==> src/rtl/cpu_pkg.sv <==
// Shared decode/execute constants for the mini CPU: immediate modes and
// occupancy encodings for the two-entry skid buffer.
// No logic; imported by imm_ext_core and imm_ext_pipe.
package cpu_pkg;

    // Immediate extension modes carried alongside every immediate.
    localparam logic [1:0] IMM_MODE_ZERO = 2'b00;
    localparam logic [1:0] IMM_MODE_SIGN = 2'b01;
    localparam logic [1:0] IMM_MODE_LUI  = 2'b10;
    localparam logic [1:0] IMM_MODE_RSVD = 2'b11;

    // Skid buffer occupancy; 2'b11 is unused and recovers to OCC_EMPTY.
    typedef enum logic [1:0] {
        OCC_EMPTY = 2'b00,
        OCC_ONE   = 2'b01,
        OCC_TWO   = 2'b10
    } occ_state_t;

endpackage

==> src/rtl/imm_ext_core.sv <==
// Purpose : combinational immediate extender (zero / sign / load-upper / reserved).
// Latency : 0 cycles, purely combinational.
// Backpressure: none; the caller registers the result.
// Ports: imm[IN_W] + mode[2] in; data[OUT_W] + err out.
// Macro IMM_EXT_LUI_EN: when undefined, load-upper is treated as reserved and
// no shifting logic exists.
module imm_ext_core
    import cpu_pkg::*;
#(
    parameter int IN_W  = 16,
    parameter int OUT_W = 32
) (
    input  logic [IN_W-1:0]  imm,
    input  logic [1:0]       mode,
    output logic [OUT_W-1:0] data,
    output logic             err
);

    always_comb begin
        // Zero-extended value is the fallback for every mode, including reserved.
        data            = '0;
        err             = 1'b0;
        data[IN_W-1:0]  = imm;
        case (mode)
            IMM_MODE_ZERO: begin
            end
            IMM_MODE_SIGN: begin
                // Loop runs zero times when IN_W == OUT_W.
                for (int i = IN_W; i < OUT_W; i++) begin
                    data[i] = imm[IN_W-1];
                end
            end
`ifdef IMM_EXT_LUI_EN
            IMM_MODE_LUI: begin
                // With IN_W == OUT_W this degenerates to the zero-extend result.
                data                   = '0;
                data[OUT_W-1 -: IN_W]  = imm;
            end
`endif
            default: begin
                err = 1'b1;
            end
        endcase
    end

endmodule

==> src/rtl/imm_ext_pipe.sv <==
// Purpose : registered immediate extender with a 2-entry valid/ready skid buffer.
// Latency : 1 cycle (accept at edge N, out_valid in cycle N+1); 1 result/cycle.
// Backpressure: in_ready drops only when both entries are full; decoded from state only.
// Ports: clk, rst_n (sync, active-low); in_valid/in_ready/in_imm/in_mode;
//        out_valid/out_ready/out_data/out_err.
// Macro IMM_EXT_LUI_EN enables load-upper mode (otherwise mode 10 is reserved).
module imm_ext_pipe
    import cpu_pkg::*;
#(
    parameter int IN_W  = 16,
    parameter int OUT_W = 32
) (
    input  logic             clk,
    input  logic             rst_n,
    input  logic             in_valid,
    output logic             in_ready,
    input  logic [IN_W-1:0]  in_imm,
    input  logic [1:0]       in_mode,
    output logic             out_valid,
    input  logic             out_ready,
    output logic [OUT_W-1:0] out_data,
    output logic             out_err
);

    occ_state_t       state;
    logic [OUT_W-1:0] head_data;
    logic             head_err;
    logic [OUT_W-1:0] skid_data;
    logic             skid_err;
    logic [OUT_W-1:0] ext_data;
    logic             ext_err;
    logic             accept;
    logic             pop;

    imm_ext_core #(
        .IN_W  (IN_W),
        .OUT_W (OUT_W)
    ) u_core (
        .imm  (in_imm),
        .mode (in_mode),
        .data (ext_data),
        .err  (ext_err)
    );

    // Handshake flags come straight from the state register, so in_ready never
    // sees out_ready combinationally. The unused encoding drives both low.
    assign in_ready  = (state == OCC_EMPTY) || (state == OCC_ONE);
    assign out_valid = (state == OCC_ONE)   || (state == OCC_TWO);
    assign out_data  = head_data;
    assign out_err   = head_err;

    assign accept = in_valid  && in_ready;
    assign pop    = out_valid && out_ready;

    always_ff @(posedge clk) begin
        if (!rst_n) begin
            state     <= OCC_EMPTY;
            head_data <= '0;
            head_err  <= 1'b0;
            skid_data <= '0;
            skid_err  <= 1'b0;
        end else begin
            case (state)
                OCC_EMPTY: begin
                    if (accept) begin
                        head_data <= ext_data;
                        head_err  <= ext_err;
                        state     <= OCC_ONE;
                    end
                end
                OCC_ONE: begin
                    if (accept && pop) begin
                        head_data <= ext_data;
                        head_err  <= ext_err;
                    end else if (accept) begin
                        skid_data <= ext_data;
                        skid_err  <= ext_err;
                        state     <= OCC_TWO;
                    end else if (pop) begin
                        // head_data keeps its value; consumers ignore it while invalid.
                        state     <= OCC_EMPTY;
                    end
                end
                OCC_TWO: begin
                    if (pop) begin
                        head_data <= skid_data;
                        head_err  <= skid_err;
                        state     <= OCC_ONE;
                    end
                end
                default: begin
                    state <= OCC_EMPTY;
                end
            endcase
        end
    end

endmodule

==> config.mk <==
export PLATFORM = sky130hd
export DESIGN_NAME = imm_ext_pipe
export DESIGN_NICKNAME = d
export VERILOG_FILES = /design/src/rtl/cpu_pkg.sv /design/src/rtl/imm_ext_core.sv /design/src/rtl/imm_ext_pipe.sv
export SDC_FILE = /design/constraint.sdc
export NUM_CORES = 1
export LEC_CHECK = 0
export ABC_CLOCK_PERIOD_IN_PS = 3100
export CAP_MARGIN = 20
export CORE_UTILIZATION = 53
export DETAILED_ROUTE_END_ITERATION = 8
export GPL_TIMING_DRIVEN = 0
export HOLD_SLACK_MARGIN = 0.02
export PLACE_DENSITY_LB_ADDON = 0.1
export REMOVE_ABC_BUFFERS = 1
export SLEW_MARGIN = 5
export SYNTH_ARGS = -nofsm -noshare
export SYNTH_HDL_FRONTEND = slang
export SYNTH_HIERARCHICAL = 1
export SYNTH_SLANG_ARGS = --single-unit
==> constraint.sdc <==
create_clock -name clk -period 3.1 [get_ports clk]
set_clock_uncertainty 0.2 [all_clocks]
set_input_delay 0.62 -clock clk [delete_from_list [all_inputs] [get_ports clk]]
set_output_delay 0.62 -clock clk [all_outputs]
set_load 0.05 [all_outputs]
==> results.md, run 1 <==
- MaxCap Viol Count: 0
- CP max stage cell: clkdlybuf4s50_1
- Reg2reg path depth: 8
- CTS tree: built
- Reg2Reg Setup Slack: 340 ps
- Final hold viol count: 0
- Clock transition at path regs: 70 ps
- Pin count of the biggest net entering global routing: 42
- Unique masters post-synth: 28
- Placed inst area: 0.00350 mm2
- Critical R2R Capture: out_data[19]
- Wirelength per Cell: 13.1 um
- Antenna Nets Post-Route: 0
- Relative slew margins: 0.315
- Die area: 0.00613 mm2
- I/O Buffers: 56
- TritonRoute pass-1 iters: 4
- Setup CP Type: register to primary output
- Fin. max-slew vios: 0
- Min-Delay Path Depth: 2
- Fin util: 0.668
- Initial Util: 0.554
- CP max FO: 7
- RSZ-0062 raised after global routing: false
- Fin crit period: 2910 ps
- Synthesized instance count: 350
- Clock Path Buffers: 2
- Maximum clock frequency: 343 MHz
- Post_cts resized: 0
- Layout cells sized above 1: 0.102
- Worst skew pair latency: 330 ps
- GPL Wtd Cong: 0.696
- Area grow syn2layout: 20.6%
- Hold Path Origin: skid_data[9]
- Status: complete, no violations
- Commonest non-fill, non-tap cells in the layout: nand2_1 (68), dfxtp_1 (68), clkdlybuf4s50_1 (56)
- RR Startpoint: state[0]
- Leak: 1.26 nW
- Sequential area share after synthesis: 0.441
- Final worst path period share: 0.940
- Root buffer cell: clkbuf_8
- Critical Path Max Stage Delay: 700 ps
- # H-tree levels: 3
- Req. time, crit path: 2280 ps
- DR DRC count: 0
- CP cell instances: inv_1 > ha_1 > or2_2 > clkdlybuf4s50_1
- Nets: 393
- Final Setup Violations: 0
- Post-CTS Setup Bufs: 0
- DR WL met3: 194 um
- Worst path arrival time: 2090 ps
- Vias: 2,342
- Slew at the pin closest to its max-slew limit: 1030 ps
- Critical path startpoint category: register
- Yosys reg bits: 68
- GRT Util Overall: 0.200
- Hold path endpoint: skid_data[9]
- Die Wd: 78.3 um
- DP HPWL: 3690 um
- Detailed Route WL: 5810 um
- Vias in the first global route: 2,182
- Initial drt markers: 72
- Mapped cell area: 0.00309 mm2
- WL met1: 2640 um
- CTS Sinks: 68
- First-pass GRT wire length: 9630 um
- I/O pin cnt: 57
- CP Capture Type: primary output
- Post-DR vias/cell: 5.27
- CTS Buf Count: 9
- Core Region: 0.00557 mm2
- Row count: 27
- DR top layer: met4
- Die Y: 78.3 um
- YS warnings: 6
- Gr ovfl total: 0
- Syn_area_per_cell: 8.82 um2
- Pwr per Cell Area: 1060 mW/mm2
- Cts hold-fix bufs: 0
- Hold Path Class: register to register
- Final instance area: 0.00372 mm2
- Initial antenna violation count: 0
- VDD IR max: 0.000598 V
- Metal2 WL: 2930 um
- Total inserted antenna cells: 0
-- final cells by class --
| type | instances | area [um2] |
|---|---|---|
| clock inverters | 6 | 86.3 |
| repair buffers | 63 | 664 |
| inverters | 3 | 11.3 |
| well taps | 72 | 90.1 |
| clock buffers | 10 | 138 |
| multi-input cells | 222 | 1370 |
| flip-flops and latches | 68 | 1360 |
| fillers | 498 | 1850 |
-- Yosys cell counts --
cell type | count | area, um2
nor2b_1 | 1 | 6.26
dfxtp_1 | 68 | 1360
nand2_1 | 68 | 255
or4_1 | 1 | 7.51
nand2b_1 | 1 | 6.26
nor3_1 | 1 | 5.00
a21oi_1 | 33 | 165
nand3_1 | 2 | 10.0
and3_1 | 1 | 6.26
inv_2 | 1 | 3.75
nor3b_1 | 1 | 7.51
a21boi_0 | 2 | 15.0
inv_1 | 2 | 7.51
o32ai_1 | 2 | 17.5
clkbuf_1 | 18 | 67.6
and2b_1 | 1 | 7.51
and3b_1 | 1 | 8.76
buf_2 | 6 | 30.0
buf_4 | 32 | 240
ha_1 | 4 | 50.1
a2111oi_4 | 1 | 27.5
buf_6 | 1 | 11.3
or2_2 | 1 | 6.26
nor2_1 | 33 | 124
mux2i_1 | 33 | 330
a211oi_1 | 23 | 173
o21ai_0 | 2 | 10.0
a211oi_2 | 10 | 125
-- report_power, final --
part | switching, mW | internal [mW]
clock | 0.329 | 0.475
sequential | 0.113 | 1.10
combinational | 1.25 | 0.679
-- flip-flops by register name, indices dropped and copies added, names as in the netlist --
register / count
skid_err: 1
skid_data: 32
out_data: 32
state: 2
out_err: 1
-- worst max path at each step --
stage / slack (ps) / to / cells past startpoint / from
finish: 190 / in_ready / 4 / state[1]
floorplan: -1110 / out_data[14] / 6 / state[0]
global placement: -2170 / out_data[21] / 6 / state[0]
detailed placement: -140 / out_err / 7 / in_valid
CTS: 170 / in_ready / 4 / state[1]
global route: 40 / out_data[1] / 7 / in_valid
-- per-layer routing --
metal | vias up | GRT usage
li1 | 1193 | -
met1 | 1103 | 0.228
met2 | 42 | 0.356
met3 | 4 | 0.0477
met4 | 0 | 0.0833
met5 | - | 0
-- critical path: cells and delay by family (launching register included) --
kind | cells | cell delay (ps)
DFF | 1 | 380
and+or+nand+nor | 1 | 320
adders and majority gates | 1 | 290
buffers and inverters | 2 | 790
-- stage by stage --
step / TNS [ps] / total power, mW / worst slack [ps] / cells / hold WS (ps)
global route: 0 / 4.16 / 38.2 / 444 / 272
finish: 0 / 3.95 / 186 / 444 / 256
floorplan: -35450 / 2.55 / -1110 / 293 / 236
detailed placement: -1930 / 3.18 / -138 / 428 / 246
global placement: -70580 / 3.09 / -2170 / 421 / 241
CTS: 0 / 3.99 / 167 / 444 / 257
-- kinds of logic after synthesis --
kind of cell | Yosys count | synth area share
simple gates | 112 | 0.146
compound gates | 73 | 0.173
flops | 68 | 0.441
buf+inv | 60 | 0.117
mux | 33 | 0.107
fa+ha+maj | 4 | 0.0162
Power figures use the tool's default switching activity.
==> run 2: changes to the inputs <==
ABC_AREA = 1   (was default)
CORE_UTILIZATION = 54   (was 53)
==> results.md, run 2 <==
- Top cell type by total area after synthesis: dfxtp_1 (unchanged)
- Worst path top cell family by delay: simple AND/OR/NAND/NOR gates (was buffers and inverters)
- Vias in the first global route: 2,680 (was 2,182)
- Seq. cell area: 0.00136 mm2 (unchanged)
- Die Y: 78.9 um (was 78.3 um)
- Detailed Route WL: 7080 um (was 5810 um)
- CP max FO: 22 (was 7)
- Final Setup Violations: 0 (unchanged)
- Post-DR vias/cell: 5.15 (was 5.27)
- DR DRC count: 0 (unchanged)
- P_sw: 1.89 mW (was 1.69 mW)
- First-pass GRT wire length: 11,900 um (was 9630 um)
- Gr ovfl total: 0 (unchanged)
- Setup WS post-layout: 243 ps (was 186 ps)
- Pwr per Cell Area: 1110 mW/mm2 (was 1060 mW/mm2)
- Hold Path Class: register to register (unchanged)
- Wirelength per Cell: 12.8 um (was 13.1 um)
- Critical Path Max Stage Delay: 450 ps (was 700 ps)
- CP Capture Type: register (was primary output)
- Clock power frac: 0.191 (was 0.204)
- Leak: 1.59 nW (was 1.26 nW)
- WP buf/inv: 3 (was 2)
- Pre-CTS WS: -359 ps (was -138 ps)
- Asr flop ratio synth: 0 (unchanged)
- Antenna Nets Post-Route: 0 (unchanged)
- GPL Wtd Cong: 0.748 (was 0.696)
- Layout fillers: 503 (was 498)
- Cts hold-fix bufs: 0 (unchanged)
- Count leader, synth: nor2_1
- Commonest non-fill, non-tap cell in the layout: nor2_1
- VDD IR max: 0.000733 V (was 0.000598 V)
- CP max stage cell: ha_1 (was clkdlybuf4s50_1)
- Ys flop type: dfxtp_1 (unchanged)
- Total inserted antenna cells: 0 (unchanged)
- I/O Buffers: 56 (unchanged)
- GRT Util Overall: 0.243 (was 0.200)
- CP cell instances: inv_1 > ha_1 > buf_16 > nand2_2 > o21ai_2 > nor2_4 > and2_2 > buf_16 > nor2_1 > nor2_1 (was inv_1 > ha_1 > or2_2 > clkdlybuf4s50_1)
- Critical path startpoint category: register (unchanged)
- Clock transition at path regs: 70 ps (about the same)
- MaxCap Viol Count: 0 (unchanged)
- Relative slew margins: 0.423 (was 0.315)
- Core Region: 0.00561 mm2 (was 0.00557 mm2)
- TritonRoute pass-1 iters: 4 (unchanged)
- Yosys reg bits: 68 (unchanged)
- Final worst path period share: 0.922 (was 0.940)
- Synthesized instance count: 464 (was 350)
- Initial Util: 0.569 (was 0.554)
- Area of the multi-input gates: 0.00141 mm2 (was 0.00137 mm2)
- Maximum clock frequency: 350 MHz (was 343 MHz)
- Post-synth EDFFs: 0 (unchanged)
- Sequential power share: 0.307 (was 0.308)
- Commonest cells in the netlist: nor2_1 (132), nand2_1 (110), dfxtp_1 (68) (was dfxtp_1 (68), nand2_1 (68), a21oi_1 (33), mux2i_1 (33), nor2_1 (33))
- Fin util: 0.675 (was 0.668)
- CTS Buf Count: 9 (unchanged)
- Root buffer cell: clkbuf_8 (unchanged)
- Post-CTS Setup Bufs: 0 (unchanged)
- DP HPWL: 4130 um (was 3690 um)
- Layout cells sized above 1: 0.0646 (was 0.102)
- Fin Hold WS: 281 ps (was 256 ps)
- Sw Ratio: 0.449 (was 0.428)
- YS warnings: 6 (unchanged)
- CTS tree: built (unchanged)
- Final hold viol count: 0 (unchanged)
- Commonest non-fill, non-tap cells in the layout: nor2_1 (132), nand2_1 (110), dfxtp_1 (68), clkdlybuf4s50_1 (55) (was nand2_1 (68), dfxtp_1 (68), clkdlybuf4s50_1 (56))
- CTS Sinks: 68 (unchanged)
- Die Wd: 78.9 um (was 78.3 um)
- Worst skew pair latency: 330 ps (about the same)
- Nets: 501 (was 393)
- # H-tree levels: 3 (unchanged)
- Die area: 0.00622 mm2 (was 0.00613 mm2)
- Initial drt markers: 254 (was 72)
- Pin count of the biggest net entering global routing: 50 (was 42)
- RSZ-0062 raised after global routing: false (unchanged)
- Area grow syn2layout: 18.5% (was 20.6%)
- Final instance area: 0.00378 mm2 (was 0.00372 mm2)
- Initial antenna violation count: 0 (unchanged)
- Combinational cell fraction of total power: 0.502 (was 0.488)
- I/O pin cnt: 57 (unchanged)
- Req. time, crit path: 3170 ps (was 2280 ps)
- Fin crit period: 2860 ps (was 2910 ps)
- Power Total: 4.21 mW (was 3.95 mW)
- Area contributors post-synth: dfxtp_1 (43%), nor2_1 (16%), nand2_1 (13%), buf_4 (7.5%), nand4_1 (6.5%) (was dfxtp_1 (44%), mux2i_1 (11%), nand2_1 (8.3%), buf_4 (7.8%), a211oi_1 (5.6%))
- Mapped cell area: 0.00319 mm2 (was 0.00309 mm2)
- Slew at the pin closest to its max-slew limit: 864 ps (was 1030 ps)
- Worst path arrival time: 2930 ps (was 2090 ps)
- Pint: 2.32 mW (was 2.26 mW)
- Fin. max-slew vios: 0 (unchanged)
- Unique masters post-synth: 19 (was 28)
- Status: complete, no violations (unchanged)
- Setup CP Type: register to register (was register to primary output)
- Vias: 2,843 (was 2,342)
- Placed inst area: 0.00354 mm2 (was 0.00350 mm2)
- Area share of the largest cell type after synthesis: 0.426 (was 0.441)
- Clock Path Buffers: 2 (unchanged)
- Sequential area share after synthesis: 0.426 (was 0.441)
- Syn_area_per_cell: 6.88 um2 (was 8.82 um2)
- Row count: 27 (unchanged)
-- run 2: final timing paths --
path | depth (start not counted) | slack (ps) | start | endpoint
setup / recovery | 10 | 240 | state[0] | out_data[8]
hold / removal | 2 | 280 | out_data[25] | out_data[25]
setup reg to reg | 10 | 240 | state[0] | out_data[8]
hold reg to reg | 2 | 280 | out_data[25] | out_data[25]
-- run 2: cells by family (layout without fill, tap and decap cells) --
kind of cell | Yosys count | count (layout) | synth area share
compound gates | 36 | 36 | 0.0576
simple gates | 284 | 285 | 0.367
flops | 68 | 68 | 0.426
buf+inv | 72 | 87 | 0.133
fa+ha+maj | 4 | 4 | 0.0157
-- run 2: per-stage QoR --
stage	std cells	setup TNS [ps]
detailed placement	534	-13590
floorplan	402	0
finish	552	0
CTS	551	0
global placement	530	-50980
global route	552	0
-- run 2: layer usage --
layer	up-vias	GRT usage	wire length, um
li1	1462	-	-
met1	1301	0.286	3130
met2	71	0.418	3480
met3	9	0.0586	373
met5	-	0	0
met4	0	0.107	96
-- run 2: timing repair --
| action | in CTS | in global routing |
|---|---|---|
| endpoints found under the hold margin | 0 | 0 |
| gates cloned | 1 | 0 |
| pin swaps | 1 | 0 |
| endpoints found under the setup margin | 23 | 30 |
| gates resized for setup | 1 | 2 |
-- run 2: power groups by stage --
stage,Sequential (mW),Combinational [mW],Clock [mW]
6_report,1.29,2.11,0.803
4_1_cts,1.29,2.12,0.812
3_5_place_dp,1.31,2.10,0
3_3_place_gp,1.30,2.02,0
2_1_floorplan,1.88,0.832,0
5_1_grt,1.32,2.30,0.850
-- run 2: area by class of cell --
| class | count | share of cell area |
|---|---|---|
| clock buffers | 11 | 0.0374 |
| well taps | 72 | 0.0238 |
| repair buffers | 61 | 0.175 |
| clock inverters | 5 | 0.0198 |
| multi-input cells | 325 | 0.374 |
| flip-flops and latches | 68 | 0.360 |
| inverters | 10 | 0.0112 |
-- run 2: worst register-to-register path: cells and delay by family, from the launching register on --
kind                     cells  cell delay (ps)
flip-flops                   1              380
adder cells (fa/ha/maj)      1              450
AO/OA/AOI/OAI                1              110
AND/OR/NAND/NOR              5             1090
buffers and inverters        3              570
